[src/rtl/alu_chunk_if.sv]
// Request/response bundle between EX issue logic and the chunked ALU sequencer.
`timescale 1ns/1ps
interface alu_chunk_if #(
    parameter int unsigned N = 64
);
    logic         in_valid;
    logic         in_ready;
    logic [N-1:0] A;
    logic [N-1:0] B;
    logic [3:0]   Operation;
    logic         carry_in;
    logic         flush;
    logic         out_valid;
    logic         out_ready;
    logic [N-1:0] result;
    logic         carry_out;
    logic         zero;

    modport master (
        output in_valid, A, B, Operation, carry_in, flush, out_ready,
        input  in_ready, out_valid, result, carry_out, zero
    );

    modport slave (
        input  in_valid, A, B, Operation, carry_in, flush, out_ready,
        output in_ready, out_valid, result, carry_out, zero
    );
endinterface

[src/rtl/alu_chunk_seq.sv]
// Runs an N-bit ALU op over K = N/SLICE cycles on one SLICE-bit slice,
// chaining the carry from the least- to the most-significant chunk.
`timescale 1ns/1ps
module alu_chunk_seq #(
    parameter int unsigned N     = 64,
    parameter int unsigned SLICE = 16
) (
    input logic       clk,
    input logic       rst_n,
    alu_chunk_if.slave bus
);
    localparam int unsigned K  = N / SLICE;
    localparam int unsigned CW = (K > 1) ? $clog2(K) : 1;

    localparam logic [3:0] OP_AND = 4'b0000;
    localparam logic [3:0] OP_OR  = 4'b0001;
    localparam logic [3:0] OP_ADD = 4'b0010;
    localparam logic [3:0] OP_SUB = 4'b0110;

    if (N % SLICE != 0) begin : g_bad_cfg
        $error("alu_chunk_seq: N must be a multiple of SLICE");
    end

    typedef enum logic [1:0] {IDLE, RUN, DONE} state_t;

    state_t                  state_q, state_d;
    logic [CW-1:0]           cnt_q, cnt_d;
    logic [K-1:0][SLICE-1:0] a_q, a_d;
    logic [K-1:0][SLICE-1:0] b_q, b_d;
    logic [K-1:0][SLICE-1:0] res_q, res_d;
    logic [3:0]              op_q, op_d;
    logic                    creg_q, creg_d;
    logic                    cout_q, cout_d;

    logic [SLICE-1:0]        sl_a, sl_b, sl_res;
    logic [SLICE:0]          sl_sum;
    logic                    sl_carry;

    // Narrow ALU slice; logic ops pass the incoming carry straight through.
    always_comb begin
        sl_a     = a_q[cnt_q];
        sl_b     = b_q[cnt_q];
        sl_sum   = '0;
        sl_res   = '0;
        sl_carry = creg_q;
        case (op_q)
            OP_AND: sl_res = sl_a & sl_b;
            OP_OR:  sl_res = sl_a | sl_b;
            OP_ADD: begin
                sl_sum             = {1'b0, sl_a} + {1'b0, sl_b} + (SLICE+1)'(creg_q);
                {sl_carry, sl_res} = sl_sum;
            end
            OP_SUB: begin
                sl_sum             = {1'b0, sl_a} + {1'b0, ~sl_b} + (SLICE+1)'(creg_q);
                {sl_carry, sl_res} = sl_sum;
            end
            default: ;
        endcase
    end

    // Next-state and datapath update; flush overrides every state.
    always_comb begin
        state_d = state_q;
        cnt_d   = cnt_q;
        a_d     = a_q;
        b_d     = b_q;
        res_d   = res_q;
        op_d    = op_q;
        creg_d  = creg_q;
        cout_d  = cout_q;
        if (bus.flush) begin
            state_d = IDLE;
            cnt_d   = '0;
            creg_d  = 1'b0;
        end else begin
            case (state_q)
                IDLE: begin
                    if (bus.in_valid) begin
                        a_d     = bus.A;
                        b_d     = bus.B;
                        op_d    = bus.Operation;
                        creg_d  = bus.carry_in;
                        cnt_d   = '0;
                        state_d = RUN;
                    end
                end
                RUN: begin
                    res_d[cnt_q] = sl_res;
                    creg_d       = sl_carry;
                    if (cnt_q == CW'(K - 1)) begin
                        cnt_d   = '0;
                        cout_d  = sl_carry;
                        state_d = DONE;
                    end else begin
                        cnt_d = cnt_q + CW'(1);
                    end
                end
                DONE: begin
                    if (bus.out_ready) state_d = IDLE;
                end
                default: state_d = IDLE;
            endcase
        end
    end

    always_ff @(posedge clk or negedge rst_n) begin
        if (!rst_n) begin
            state_q <= IDLE;
            cnt_q   <= '0;
            a_q     <= '0;
            b_q     <= '0;
            res_q   <= '0;
            op_q    <= '0;
            creg_q  <= 1'b0;
            cout_q  <= 1'b0;
        end else begin
            state_q <= state_d;
            cnt_q   <= cnt_d;
            a_q     <= a_d;
            b_q     <= b_d;
            res_q   <= res_d;
            op_q    <= op_d;
            creg_q  <= creg_d;
            cout_q  <= cout_d;
        end
    end

    assign bus.in_ready  = (state_q == IDLE);
    assign bus.out_valid = (state_q == DONE);
    assign bus.result    = res_q;
    assign bus.carry_out = cout_q;
    assign bus.zero      = bus.out_valid & ~(|res_q);
endmodule

[src/flat_wrapper.sv]
// flat-port wrapper written by rule: the top's interface ports become plain ports
module alu_chunk_seq_flat 
#(
    parameter int unsigned N     = 64,
    parameter int unsigned SLICE = 16
)
  (clk, rst_n, bus_in_valid, bus_A, bus_B, bus_Operation, bus_carry_in, bus_flush, bus_out_ready, bus_in_ready, bus_out_valid, bus_result, bus_carry_out, bus_zero);
  alu_chunk_if #(.N(N)) bus_i ();
  input logic clk;
  input logic rst_n;
  input wire logic [$bits(bus_i.in_valid)-1:0] bus_in_valid;
  input wire logic [$bits(bus_i.A)-1:0] bus_A;
  input wire logic [$bits(bus_i.B)-1:0] bus_B;
  input wire logic [$bits(bus_i.Operation)-1:0] bus_Operation;
  input wire logic [$bits(bus_i.carry_in)-1:0] bus_carry_in;
  input wire logic [$bits(bus_i.flush)-1:0] bus_flush;
  input wire logic [$bits(bus_i.out_ready)-1:0] bus_out_ready;
  output wire logic [$bits(bus_i.in_ready)-1:0] bus_in_ready;
  output wire logic [$bits(bus_i.out_valid)-1:0] bus_out_valid;
  output wire logic [$bits(bus_i.result)-1:0] bus_result;
  output wire logic [$bits(bus_i.carry_out)-1:0] bus_carry_out;
  output wire logic [$bits(bus_i.zero)-1:0] bus_zero;
  assign bus_i.in_valid = bus_in_valid;
  assign bus_i.A = bus_A;
  assign bus_i.B = bus_B;
  assign bus_i.Operation = bus_Operation;
  assign bus_i.carry_in = bus_carry_in;
  assign bus_i.flush = bus_flush;
  assign bus_i.out_ready = bus_out_ready;
  assign bus_in_ready = bus_i.in_ready;
  assign bus_out_valid = bus_i.out_valid;
  assign bus_result = bus_i.result;
  assign bus_carry_out = bus_i.carry_out;
  assign bus_zero = bus_i.zero;
  alu_chunk_seq #(.N(N), .SLICE(SLICE)) u_core (.clk(clk), .rst_n(rst_n), .bus(bus_i));
endmodule
[config.mk]
export PLATFORM = sky130hd
export DESIGN_NAME = alu_chunk_seq_flat
export DESIGN_NICKNAME = d
export VERILOG_FILES = /design/src/rtl/alu_chunk_if.sv /design/src/rtl/alu_chunk_seq.sv /design/src/flat_wrapper.sv
export SDC_FILE = /design/constraint.sdc
export NUM_CORES = 1
export LEC_CHECK = 0
export CORE_UTILIZATION = 57
export DETAILED_ROUTE_END_ITERATION = 7
export GPL_TIMING_DRIVEN = 0
export MAX_ROUTING_LAYER = met4
export PLACE_DENSITY_LB_ADDON = 0.1
export SETUP_SLACK_MARGIN = 0.1
export SKIP_CTS_REPAIR_TIMING = 1
export SYNTH_ARGS = -nofsm -noshare
export SYNTH_HDL_FRONTEND = slang
export SYNTH_SLANG_ARGS = --single-unit
[constraint.sdc]
create_clock -name clk -period 7.9 [get_ports clk]
set_clock_uncertainty 0.05 [all_clocks]
set_input_delay 0.79 -clock clk [delete_from_list [all_inputs] [get_ports clk]]
set_output_delay 0.79 -clock clk [all_outputs]
set_load 0.02 [all_outputs]
==> results.md <==
* Net load switching power at 1.448 mW
* Clock period minus worst slack at roughly 6 ns
* Period utilisation layout at 0.7391
* Crit Path Max Fanout at 10
* Initial DRC count at around 520
* CP startpoint kind: register
* Required @ worst endpoint at ~8.2 ns
* Num CTS Buffers at 22
* Worst path arrival time at between 6 and 7 ns
* First-pass GRT wire length at roughly 48000 um
* CTS tree: yes
* Slew Viols, Final at 0
* Htree depth at 1
* Slowest cell on crit path: buf_1
* DR vias at 8651
* Routed WL at about 30000 um
* Slowest cell delay on critical path at around 0.85 ns
* EDFF count, synth at 0
* Internal Pwr Total at about 2.7 mW
* Most frequent cell after synthesis: dfrtp_1
* Area share of the largest cell type after synthesis at 0.4632
* Least-Margin Pin Slew at between 1 and 1.5 ns
* Switching share of power at 0.3492
* Syn Std Cell Area at between 0.01 and 0.015 mm^2
* Fmax at between 150 and 200 MHz
* Syn nets at between 1000 and 1500
* Drt pass-1 iters at 5
* Final Hold Fails at 0
* Flop-to-flop setup slack at about 2.1 ns
* Routed len/inst at approximately 21 um
* Unique masters post-synth at between 60 and 70
* Mapped Cells at 959
* Clock Power Share at 0.287
* Largest net degree at the start of global routing at 116
* Synthesis warning total at 0
* Core Box Area at between 0.015 and 0.02 mm^2
* Comb power frac at 0.378
* Area leader, netlist: dfrtp_1
* Final setup fails at 0
* RSZ-0062 raised after global routing: false
* Worst-path cell chain: clkbuf_1 -> buf_1 -> mux4_2 -> inv_1 -> fa_1 -> inv_1 -> fa_1 -> a211oi_1 -> o211ai_1 -> a21oi_1 -> nor2_1 -> a311oi_1 -> a21oi_1
* Worst-skew pair later-pin latency at between 0.5 and 0.6 ns
* Max_slew headroom at 0.2333
* Layout cells sized above 1 at 0.1977
* Max Cap Violations at 0
* Vias in the first global route at about 8700
* Antenna fix cells at 0
* Post-synthesis sequential area ratio at 0.4632
* Dpl hpwl at ~22000 um
* Die area at 0.01970 mm^2
* Final net count at between 1000 and 1500
* Hold WS at 0.2323 ns
* Root Driver: clkbuf_16
* Area growth, synth to finish at 29.50%
* Total power at between 4 and 5 mW
* Setup CP Type: reg -> reg
* Worst VDD drop at 0.0002079 V
* GRT Resource Usage Total at 0.3263
* Leakage at roughly 6 nW
* Final routed DRC violation total at 0
* Overflow after GRT at 0
* Synth Register Bits at 202
* Status: completed
* Boundary Pins at just over 200
* Kind of cell adding the most delay to the critical path: compound AO/OA/AOI/OAI gates
* Final ANT Viol Nets at 0
* P per Cell Area at just under 300 mW/mm^2
* Fillers at ~1300
* Initial antenna violation count at 0
* Reg power frac at 0.335
* Die W at about 140 um
* RD Place Congestion at about 0.95
* Synth Area per Inst at around 11 um^2
* Setup crit end kind: register
* FFs w/ async S/R, synth at 1.000
* Chip Height at 140.4 um
* Synth cell count leaders: 202 x dfrtp_1, 133 x mux2_2, 78 x nor2_1
* HP Class: in -> async
* Post-DR vias/cell at 6.016
* # clock sinks at between 200 and 250
* Primary FF master, synth: dfrtp_1
* Clock transition at the registers of the reported paths at around 0.06 ns
* Cell Rows at 50
* Initial Utilization at 0.5834
* Max Root-Sink Buffers at 3
* Largest cells by area after synthesis: dfrtp_1 46%, mux2_2 14%, mux4_2 6.6%
* Critical path buffer and inverter count at 4
* Port Buffers at 204
[path summary, 6_finish.rpt]
kind	from	to	depth (start not counted)
worst max-delay path	u_core.cnt_q[0]$_DFFE_PN0P_	u_core.creg_q$_DFFE_PN0P_	13
worst min-delay path	rst_n	u_core.b_q[1]$_DFFE_PN0P_	1
worst max register to register	u_core.cnt_q[0]$_DFFE_PN0P_	u_core.creg_q$_DFFE_PN0P_	13
worst min register to register	u_core.b_q[41]$_DFFE_PN0P_	u_core.b_q[41]$_DFFE_PN0P_	1
max in group asynchronous	rst_n	u_core.a_q[59]$_DFFE_PN0P_	2
min in group clk	u_core.b_q[41]$_DFFE_PN0P_	u_core.b_q[41]$_DFFE_PN0P_	1
[final cells by class]
type / count / area (um^2) / area share
multi-input combinational: 642 / 5404 / 0.3824
sequential: 202 / 5055 / 0.3577
timing repair buffer: 205 / 2074 / 0.1468
clock buffer: 29 / 626.9 / 0.04436
tap: 234 / 292.8 / 0.02072
inverter: 62 / 232.7 / 0.01647
clock inverter: 11 / 225.2 / 0.01594
buffer: 53 / 221.5 / 0.01567
[sequential cells by signal, summed over array words and instances, names as in the netlist]
| name | flops |
|---|---|
| u_core.state_q | 2 |
| u_core.bus.carry_out | 1 |
| u_core.bus.result | 64 |
| u_core.op_q | 4 |
| u_core.a_q | 64 |
| u_core.creg_q | 1 |
| u_core.b_q | 64 |
| u_core.cnt_q | 2 |
[placed cells by master, fill, tap and decap left out, drive strengths merged, types with 3 or more instances in the layout]
cell type | Yosys | routed
o32ai | 3 | 3
bufinv | 0 | 6
nor2 | 78 | 78
a221oi | 6 | 6
and3 | 7 | 7
a2111oi | 4 | 4
mux4 | 32 | 32
nand4 | 4 | 4
ha | 51 | 51
dfrtp | 202 | 202
or3 | 4 | 4
clkbuf | 34 | 63
o21bai | 4 | 4
mux2 | 133 | 133
nor2b | 6 | 6
clkdlybuf4s50 | 0 | 203
nand2b | 6 | 6
inv | 62 | 63
o211ai | 5 | 5
fa | 4 | 4
o21ai | 44 | 44
a21o | 5 | 5
nand2 | 57 | 57
o31ai | 16 | 16
nor4 | 18 | 18
nand3 | 6 | 6
o311ai | 3 | 3
xnor2 | 11 | 11
nor3 | 8 | 8
clkinv | 0 | 3
buf | 19 | 21
a21oi | 70 | 70
a211oi | 16 | 16
a22oi | 4 | 4
mux2i | 12 | 12
[cell families (layout without fill, tap and decap cells)]
| logic type | after synthesis | count (layout) | share of synthesized area |
|---|---|---|---|
| AO/OA/AOI/OAI | 196 | 196 | 0.1212 |
| XOR/XNOR | 12 | 12 | 0.009631 |
| adder cells (fa/ha/maj) | 55 | 55 | 0.06581 |
| buffers and inverters | 115 | 360 | 0.04162 |
| flip-flops | 202 | 202 | 0.4632 |
| multiplexers | 177 | 177 | 0.2143 |
| AND/OR/NAND/NOR | 202 | 202 | 0.08427 |
[per-stage QoR]
step	TNS [ns]	cell area (um^2)	worst slack, ns	util	cells
floorplan	0	10910	3.723	-	959
global placement	-453.26	13250	-2.272	0.7082	1397
detailed placement	0	13280	2.127	0.7100	1398
CTS	0	14130	2.075	0.7555	1438
global route	0	14130	1.718	0.7555	1438
finish	0	14130	2.061	0.7555	1438
[layer usage]
metal	track usage	wire length [um]	vias up
li1	-	-	3918
met1	0.4227	12410	4296
met2	0.5268	14570	384
met3	0.04274	1845	53
met4	0.1232	1059	0
met5	-	0	-
[power groups by stage]
stage                     registers, mW  clock network (mW)  logic, mW
after floorplan                    1.45                   0      0.937
after global placement             1.39                   0       1.51
after detailed placement           1.40                   0       1.54
after CTS                          1.38                1.20       1.55
after global routing               1.41                1.25       1.70
final                              1.39                1.19       1.57
Power figures use the tool's default switching activity.
